### src/rtl/adder_issue_buffer.sv
// Adder reservation buffer: dispatch fills the lowest free slot, issue pops
// any valid slot out of order. Every slot is exposed in parallel.
module adder_issue_buffer #(
   parameter int DW = 157,
   parameter int DP = 4
) (
   input  logic                   CLK,
   input  logic                   RST,
   input  logic                   adder_dispat_push,
   input  logic [DW-1:0]          adder_dispat_info,
   output logic                   adder_buffer_full,
   output logic [$clog2(DP):0]    adder_buffer_cnt,
   input  logic                   adder_buffer_pop,
   input  logic [$clog2(DP)-1:0]  adder_buffer_pop_index,
   output logic [DP-1:0]          adder_buffer_malloc,
   output logic [DW*DP-1:0]       adder_issue_info,
   input  logic                   flush
);

   localparam int IW = $clog2(DP);
   localparam int CW = IW + 1;

   logic [DP-1:0] malloc;
   logic [DW-1:0] info [DP];
   logic [CW-1:0] cnt;

   logic [IW-1:0] push_idx;
   logic          full;
   logic          push_acc;
   logic          pop_acc;
   logic [DP-1:0] malloc_nxt;
   logic [CW-1:0] cnt_nxt;

   assign full = &malloc;

   // Lowest free slot from the pre-pop bitmap; meaningless when full.
   always_comb begin
      push_idx = '0;
      for (int i = DP - 1; i >= 0; i--) begin
         if (!malloc[i]) push_idx = IW'(i);
      end
   end

   assign push_acc = adder_dispat_push & ~full & ~flush;
   assign pop_acc  = adder_buffer_pop & malloc[adder_buffer_pop_index] & ~flush;

   always_comb begin
      malloc_nxt = malloc;
      cnt_nxt    = cnt + CW'(push_acc) - CW'(pop_acc);
      if (pop_acc)  malloc_nxt[adder_buffer_pop_index] = 1'b0;
      if (push_acc) malloc_nxt[push_idx] = 1'b1;
      if (flush) begin
         malloc_nxt = '0;
         cnt_nxt    = '0;
      end
   end

   always_ff @(posedge CLK) begin
      if (RST) begin
         malloc <= '0;
         cnt    <= '0;
      end else begin
         malloc <= malloc_nxt;
         cnt    <= cnt_nxt;
      end
   end

   // Popped and flushed slots keep stale payload; malloc masks it.
   always_ff @(posedge CLK) begin
      for (int i = 0; i < DP; i++) begin
         if (RST) begin
            info[i] <= '0;
         end else if (push_acc && push_idx == IW'(i)) begin
            info[i] <= adder_dispat_info;
         end
      end
   end

   assign adder_buffer_full   = full;
   assign adder_buffer_cnt    = cnt;
   assign adder_buffer_malloc = malloc;

   for (genvar g = 0; g < DP; g++) begin : g_out
      assign adder_issue_info[DW*g +: DW] = info[g];
   end

endmodule

### config.mk
export PLATFORM = sky130hd
export DESIGN_NAME = adder_issue_buffer
export DESIGN_NICKNAME = d
export VERILOG_FILES = /design/src/rtl/adder_issue_buffer.sv
export SDC_FILE = /design/constraint.sdc
export NUM_CORES = 1
export LEC_CHECK = 0
export BUFFER_PORTS_ARGS = -buffer_cell sky130_fd_sc_hd__buf_2
export CAP_MARGIN = 20
export CORE_ASPECT_RATIO = 0.5
export CORE_UTILIZATION = 28
export DETAILED_ROUTE_END_ITERATION = 12
export PLACE_DENSITY_LB_ADDON = 0.25
export SLEW_MARGIN = 20
export SYNTH_ARGS = -nofsm -noshare
export SYNTH_HDL_FRONTEND = slang
export SYNTH_SLANG_ARGS = --single-unit
export TNS_END_PERCENT = 5
### constraint.sdc
create_clock -name CLK -period 26.6 [get_ports CLK]
set_input_delay 2.66 -clock CLK [delete_from_list [all_inputs] [get_ports CLK]]
set_output_delay 2.66 -clock CLK [all_outputs]
set_load 0.02 [all_outputs]
==> results of run 1 <==
-- worst max-delay path, stage by stage --
cell,delay (ns)
buf_2,0.18
or3b_4,0.65
nand2b_4,0.82
buf_4,0.82
buf_4,0.66
-- worst paths after layout --
path                                startpoint                        endpoint  slack, ns  cells past startpoint
min             adder_buffer_cnt[2]$_SDFF_PP0_  adder_buffer_cnt[2]$_SDFF_PP0_       0.55                      2
max                                      flush      info[0][111]$_SDFFCE_PN0P_      20.88                      5
max reg2reg  adder_buffer_malloc[2]$_SDFF_PP0_      info[3][145]$_SDFFCE_PN0P_      22.55                      5
min reg2reg     adder_buffer_cnt[2]$_SDFF_PP0_  adder_buffer_cnt[2]$_SDFF_PP0_       0.55                      2
-- state kept, by name (all words and copies together), names as in the netlist --
name / flops
info: 628
adder_buffer_malloc: 4
adder_buffer_cnt: 3
-- cell usage in the layout, fill, tap and decap left out, types with 2 or more instances in the layout --
cell        instances
clkinv_1           13
clkbuf_1            5
clkinvlp_4          3
dfxtp_1             6
bufinv_16           9
o22ai_1             2
inv_6               2
buf_4              22
nand2b_1          157
o21bai_4            2
edfxtp_1          628
or3b_2              4
buf_12              2
inv_1               5
nor3_1            314
clkinv_2           15
nor4bb_1            2
nand2b_4            3
buf_2             798
clkbuf_16          60
ha_1                2
nor2_1            318
clkinv_4            3
diode_2             6
-- power breakdown --
group / internal, W / switching (W)
Clock: 0.000503 / 0.000403
Sequential: 0.00114 / 0.0000140
Combinational: 0.0000483 / 0.000147
Total: 0.00169 / 0.000564
-- through the flow --
stage | hold WS [ns] | cells | power (W) | util (%) | setup WS [ns]
CTS | 0.564 | 3494 | 0.00228 | 37.2 | 20.82
detailed placement | 0.550 | 3382 | 0.00138 | 34.7 | 20.12
finish | 0.551 | 3500 | 0.00226 | 37.2 | 20.88
floorplan | 0.626 | 1585 | 0.00129 | - | 15.41
global route | 0.598 | 3500 | 0.00233 | 37.2 | 20.70
global placement | 0.552 | 3382 | 0.00138 | 34.7 | 20.15
-- area by class of cell --
type / count / area [um2] / area share (%)
diodes: 6 / 15.0 / 0.0488
clock buffers: 65 / 1520 / 4.95
clock inverters: 47 / 510 / 1.66
inverters: 5 / 18.8 / 0.0611
multi-input cells: 818 / 4100 / 13.3
flip-flops and latches: 635 / 19000 / 61.8
well taps: 1102 / 1380 / 4.49
repair buffers: 822 / 4200 / 13.7
-- metal layers --
layer | vias to the layer above | part of all wire (%) | track usage (%) | wire length [um]
met4 | 2 | 3.8 | 8.31 | 3380
met5 | - | 0.018 | 0 | 16
li1 | 7268 | - | - | -
met1 | 8237 | 39 | 25.4 | 34900
met3 | 148 | 5.9 | 3.50 | 5280
met2 | 647 | 52 | 35.1 | 46600
-- cells by family after synthesis --
| kind of cell | count (synthesis) | synth area share [%] |
|---|---|---|
| muxes | 1 | 0.0951 |
| AOI/OAI and AO/OA | 6 | 0.185 |
| xor gates and xnor gates | 1 | 0.100 |
| adders and majority gates | 3 | 0.190 |
| buffers and inverters | 132 | 2.70 |
| DFF | 635 | 80.3 |
| and+or+nand+nor | 807 | 16.5 |
==> out/metrics.cfg, run 1 <==
[synthesis]
syn_nets=1752
synth_edf_count=628
yosys_warnings=0
ys_top_cells_by_count=edfxtp_1 (628), nor2_1 (318), nor3_1 (314), nand2b_1 (160), clkbuf_1 (74)
async_reset_ff_share_pct=0
synth_seq_cells=635
yosysMostFrequentCell=edfxtp_1
synth_area_leader_cell=edfxtp_1
ys_top_cells_by_area=edfxtp_1 (80%), nor3_1 (6.6%), nor2_1 (5.0%)
syn_avg_cell_area_um2=14.9
seq_area_frac_synth_pct=80.3
synth_cell_type_count=29
synth_top_area_share_pct=79.7
synth_ff_type=edfxtp_1
syn-instance-count=1585
syn_area_um2=23700

[route]
drt_first_pass_iters=5
via_per_inst=4.66
antenna_left=0
vias=16300
wl_per_cell_um=25.8
drc=0
postRouteWirelength_mm=90.2
dr.first_iter.drc_count=1353

[sta]
rsz0062_at_grt=false
setup_viol=0
worstMarginPinSlew_ns=1.06
fmax_ghz=0.175
fin_setup_tns_ns=0
period_share_pct=21.5
clock_skew_ns=0.0439
max_slew_margin_pct=29.6
min_period_ns=5.72
hold_viol=0
drv_slew=0

[power_and_ir_drop]
power_density_nw_per_um2=73.4
leakagePower_nw=12.2
peakVddDrop_mv=0.0500

[placement]
dp_hpwl_mm=62.7
gp_congestion=0.873
dpl_cell_area_um2=28700
io_buffers=799

[cts]
clockBufferDepth=3
cts_setup_buffers=0
clock-sinks=635
cts-buffers-inserted=59
root_buffer=clkbuf_16
cts_hold_buffers=0
clkTransAtPathRegs_ns=0.06
htreeDepth=2
cts_tree=done
cts_resized=0
clock_latency_ns=0.66

[worst_setup_path]
crit_arrival_ns=5.98
start_kind=primary input
end_kind=register
critPathKind=primary input to register
worstPathRequired_ns=26.86
crit_fanout=63

[global_routing]
antenna_found_initial=14
grt_usage_pct=20.4
grt_pass1_wl_mm=124
gr-total-overflow=0
grt_pass1_vias=15800
grt_max_degree=188

[floorplanning]
die_h_um=208
die-area_um2=85800
io_pins=800
start_util_pct=28.6
core_um2=82700
rows=74
die_w_um=413

[cells_and_area]
nFillCells=8145
fin_nets=2508
drive_gt1_share_pct=38.9
syn2layout_area_growth_pct=29.9
stdcell_area_um2=30700

[hold_path]
hp-class=register to register

[outcome]
outcome=finished clean

[job]
maxCapViolations=0

(Power assumes the default switching activity.)
==> inputs of run 2 (changes only) <==
Clock period 26.6 ns to 5.6 ns, I/O delays scaled along.
==> run 2 against run 1 <==
  * Die area is the same
  * Worst setup slack lost 18 ns
  * Global-route usage shrank 0.14 points
  * First-iteration DRC count grew 26%
  * Count of clock-buffer cells in the layout grew 1
  * Critical endpoint is now info[1][13]$_SDFFCE_PN0P_
==> out/metrics.cfg, run 2 (synthesized netlist as in run 1, its figures left out) <==
[outcome]
outcome=finished clean

[floorplanning]
core_um2=82700
start_util_pct=28.6
die_w_um=413
rows=74
io_pins=800
die_h_um=208
die-area_um2=85800

[route]
drt_first_pass_iters=5
postRouteWirelength_mm=89.9
vias=16400
wl_per_cell_um=25.7
antenna_left=0
via_per_inst=4.68
drc=0
dr.first_iter.drc_count=1699

[worst_setup_path]
start_kind=register
max_stage_delay_ns=0.81
crit_chain=nand4bb_4, nand2b_4, buf_4
cp_slowest_cell=nand2b_4
critPathKind=register to register
crit_arrival_ns=3.23
crit_fanout=40
path_delay_family=simple AND/OR/NAND/NOR gates
worstPathRequired_ns=5.88
end_kind=register
cp_num_buf_inv=1

[sta]
fmax_ghz=0.339
drv_slew=0
fin_setup_tns_ns=0
setup_viol=0
hold_viol=0
max_slew_margin_pct=30.0
worstMarginPinSlew_ns=1.05
rsz0062_at_grt=false
clock_skew_ns=0.0354
min_period_ns=2.95
period_share_pct=52.6

[cts]
cts_hold_buffers=0
clock_latency_ns=0.65
root_buffer=clkbuf_16
cts_tree=done
cts-buffers-inserted=58
clkTransAtPathRegs_ns=0.06
htreeDepth=2
clock-sinks=635
clockBufferDepth=3
cts_resized=0
cts_setup_buffers=0

[global_routing]
grt_pass1_wl_mm=123
use_met1_pct=25.5
grtUsageMet3_pct=3.15
gr-total-overflow=0
grtUsageMet2_pct=34.9
grt_busiest_layer=met2
antenna_found_initial=15
grt_usage_pct=20.3
grt_max_degree=158
grt_pass1_vias=15700

[cells_and_area]
syn2layout_area_growth_pct=29.1
seqCellArea_um2=19000
multiInputGateArea_um2=4100
nFillCells=8148
fin_nets=2508
largest-register=info
largest_reg_flops=628
final_common_cell=buf_2
final_cell_mix=buf_2 (798), edfxtp_1 (628), nor2_1 (318)
drive_gt1_share_pct=38.5

[placement]
io_buffers=799
gp_congestion=0.888
dp_hpwl_mm=61.9

[power_and_ir_drop]
p_total_w=0.0103
power_density_nw_per_um2=338
peakVddDrop_mv=0.232
leakagePower_nw=12.1

[hold_path]
hp-class=primary input to register

[job]
maxCapViolations=0

[run 2: where the power goes]
part / switching [W] / internal [W] / total, W
Combinational: 0.000695 / 0.000232 / 0.000927
Clock: 0.00184 / 0.00206 / 0.00391
Sequential: 0.0000688 / 0.00542 / 0.00549
[run 2: worst paths after layout]
check                                     from                                end  slack, ns  cells after the start
max          adder_buffer_malloc[0]$_SDFF_PP0_          info[1][13]$_SDFFCE_PN0P_       2.65                      3
min                          adder_dispat_push  adder_buffer_malloc[0]$_SDFF_PP0_       0.27                      3
max reg2reg  adder_buffer_malloc[0]$_SDFF_PP0_          info[1][13]$_SDFFCE_PN0P_       2.65                      3
min reg2reg     adder_buffer_cnt[2]$_SDFF_PP0_     adder_buffer_cnt[2]$_SDFF_PP0_       0.55                      2
[run 2: worst register-to-register path, delay by kind of cell (launching register included)]
kind / cells / cell delay [ns]
and+or+nand+nor: 2 / 1.43
DFF: 1 / 0.50
buffers and inverters: 1 / 0.62
[run 2: layer usage]
layer	part of all wire (%)	up-vias
met4	3.7	0
met2	52	611
met5	0	-
met3	5.5	165
li1	-	7257
met1	39	8337
[run 2: layout make-up]
class                   instances  share of cell area [%]
diodes                          8                  0.0655
well taps                    1102                    4.51
repair buffers                823                    13.9
inverters                       5                  0.0614
flip-flops and latches        635                    62.2
clock buffers                  66                    4.92
clock inverters                40                   0.954
multi-input cells             818                    13.4
[run 2: through the flow]
step | cell area, um2 | utilization (%) | instances | hold slack [ns] | setup WS, ns
2_1_floorplan | 23700 | - | 1585 | 0.626 | -0.134
3_3_place_gp | 28700 | 34.7 | 3382 | 0.543 | 2.28
3_5_place_dp | 28700 | 34.7 | 3382 | 0.542 | 2.25
4_1_cts | 30500 | 36.9 | 3488 | 0.228 | 2.57
5_1_grt | 30600 | 37.0 | 3496 | 0.283 | 2.44
6_report | 30600 | 37.0 | 3497 | 0.271 | 2.65
==> inputs of run 3 (changes only) <==
Settings changed: ABC_AREA set to 1.
Clock period 5.6 ns to 2.9 ns, I/O delays scaled along.
==> run 3 against run 2 <==
  * Utilization grew 1.8 points
  * Non-clock buffer count grew 95
  * Critical path depth grew 3
  * Area after synthesis shrank 4.4%
  * Worst setup slack lost 2.0 ns
  * Sequential share of layout area shrank 0.73 points
  * Clock skew shrank 0.021 ns
  * Via count shrank 4.5%
  * Flip-flop and latch count is the same
  * Synthesized cell count shrank 1.4%
  * Critical endpoint is now info[1][118]$_SDFFCE_PN0P_
  * Largest power group unchanged
==> out/metrics.cfg, run 3 <==
[synthesis]
yosys_warnings=0
synth_ff_type=edfxtp_1
yosysMostFrequentCell=nor2_1
ys_top_cells_by_count=nor2_1 (636), edfxtp_1 (628), inv_1 (176), buf_2 (59), nand2_1 (24)
synth_area_leader_cell=edfxtp_1
synth_edf_count=628
synthMuxAreaShare_pct=0
synth-simple-area-share_pct=11.2
synth_cell_type_count=20
syn_area_um2=22600
syn_nets=1730
synthXorXnorAreaFrac_pct=0.0774
synth_top_family_by_area=simple AND/OR/NAND/NOR gates
synthAdderAreaFrac_pct=0.199
syn_avg_cell_area_um2=14.5
synth_seq_cells=635
synth_compound_area_share_pct=0.193
seq_area_frac_synth_pct=83.9
synth_top_area_share_pct=83.3
syn-instance-count=1563
ys_top_cells_by_area=edfxtp_1 (83%), nor2_1 (11%), inv_1 (2.9%)
async_reset_ff_share_pct=0

[cts]
cts_tree=done
root_buffer=clkbuf_16
clock_latency_ns=0.63
clock-sinks=635
clockBufferDepth=3
cts_hold_buffers=67
cts_setup_buffers=0
cts-buffers-inserted=58
clkTransAtPathRegs_ns=0.07
htreeDepth=2
cts_resized=0

[job]
maxCapViolations=0

[route]
dr.first_iter.drc_count=1421
vias=15600
antenna_left=0
via_per_inst=4.33
drc=0
wl_per_cell_um=23.9
postRouteWirelength_mm=86.3
drt_first_pass_iters=5

[placement]
io_buffers=799
dp_cells=3433
dp_hpwl_mm=63.5
gp_congestion=0.931
dpl_cell_area_um2=28300

[sta]
hold_viol=0
clock_skew_ns=0.0143
drv_slew=0
fmax_ghz=0.444
worstMarginPinSlew_ns=0.807
setup_viol=0
max_slew_margin_pct=46.2
min_period_ns=2.25
rsz0062_at_grt=false
period_share_pct=77.7

[cells_and_area]
largest-register=info
syn2layout_area_growth_pct=36.6
fin_nets=2640
final_cell_mix=buf_2 (799), nor2_1 (636), edfxtp_1 (628)
drive_gt1_share_pct=37.6
stdcell_area_um2=30900
final_common_cell=buf_2
final_cells=3612
nFillCells=7801
largest_reg_flops=628

[floorplanning]
start_util_pct=28.4
die-area_um2=82100
core_um2=79700
die_h_um=203
die_w_um=404
rows=73
io_pins=800

[global_routing]
grt_pass1_wl_mm=117
grt_usage_pct=20.3
antenna_found_initial=5
grt_pass1_vias=15400
gr-total-overflow=0
grt_max_degree=141

[worst_setup_path]
crit_chain=nand2_1, o21ai_1, inv_1, nand3_4, buf_4, nor2_1
reg2reg_slack_ns=0.65
end_kind=register
start_kind=register
crit_fanout=37
cp_num_buf_inv=2
path_delay_family=buffers and inverters
worstPathRequired_ns=3.25
rr_endpoint=info[1][118]$_SDFFCE_PN0P_
crit_arrival_ns=2.61
critPathKind=register to register
max_stage_delay_ns=0.53
reg2reg_depth=6
r2r-start=adder_buffer_malloc[1]$_SDFF_PP0_
cp_slowest_cell=buf_4
crit_path_start=adder_buffer_malloc[1]$_SDFF_PP0_

[hold_path]
hold_path_startpoint=adder_dispat_info[146]
whs_endpoint=info[2][146]$_SDFFCE_PN0P_
hp-class=primary input to register
min_path_cells=3

[power_and_ir_drop]
power_density_nw_per_um2=659
leakagePower_nw=14.1
peakVddDrop_mv=0.393

[outcome]
outcome=finished clean

[run 3: cell count changes after synthesis, sizes merged, moves of 24 or more]
cell / previous run / this run
nand2: 0 / 24
clkbuf: 74 / 9
nand2b: 160 / 0
inv: 5 / 176
nor2: 318 / 637
nor3: 314 / 1
[run 3: kinds of logic after synthesis]
group,Yosys count
buffers and inverters,244
and+or+nand+nor,671
xor gates and xnor gates,2
AOI/OAI and AO/OA,8
adders and majority gates,3
DFF,635
[run 3: worst max path at each step]
| stage | endpoint | slack, ns | cells after the start |
|---|---|---|---|
| 2_1_floorplan | info[0][0]$_SDFFCE_PN0P_ | -0.41 | 5 |
| 3_3_place_gp | info[0][7]$_SDFFCE_PN0P_ | 0.54 | 6 |
| 3_5_place_dp | info[0][85]$_SDFFCE_PN0P_ | 0.52 | 6 |
| 4_1_cts | info[0][94]$_SDFFCE_PN0P_ | 0.61 | 6 |
| 5_1_grt | info[1][130]$_SDFFCE_PN0P_ | 0.49 | 6 |
| 6_report | info[1][118]$_SDFFCE_PN0P_ | 0.65 | 6 |
[run 3: stage by stage]
stage | TNS [ns] | hold slack (ns) | total power [W] | setup WS [ns] | util (%)
6_report | 0 | 0.0485 | 0.0204 | 0.647 | 38.8
5_1_grt | 0 | 0.0309 | 0.0209 | 0.489 | 38.8
4_1_cts | 0 | 0.000345 | 0.0205 | 0.612 | 38.8
3_5_place_dp | 0 | 0.526 | 0.0126 | 0.517 | 35.5
3_3_place_gp | 0 | 0.534 | 0.0126 | 0.536 | 35.5
2_1_floorplan | -126.45 | 0.457 | 0.0116 | -0.407 | -
[run 3: area by class of cell]
class | instances | area [um2] | area share, %
clock buffer | 70 | 1560 | 5.05
antenna | 4 | 10.0 | 0.0324
timing repair buffer | 918 | 5260 | 17.0
tap | 1087 | 1360 | 4.40
inverter | 176 | 661 | 2.14
clock inverter | 38 | 345 | 1.12
multi-input combinational | 684 | 2720 | 8.80
sequential | 635 | 19000 | 61.5
[run 3: routing by layer]
layer	wire length, um	track usage, %	vias to the layer above
met3	5420	4.63	130
li1	-	-	6997
met4	2720	6.99	0
met1	34000	25.1	7984
met2	44200	35.0	528
met5	0	0	-
[run 3: where the power goes]
group	internal, W	leakage (nW)	total (W)	switching (W)
logic	0.000494	6.58	0.00184	0.00135
clock network	0.00437	0.942	0.00795	0.00358
registers	0.0105	6.57	0.0106	0.000125
[run 3: worst min-delay path, cell delays in order]
cell and delay [ns]:
buf_2 0.08, inv_1 0.08, nor2_1 0.11
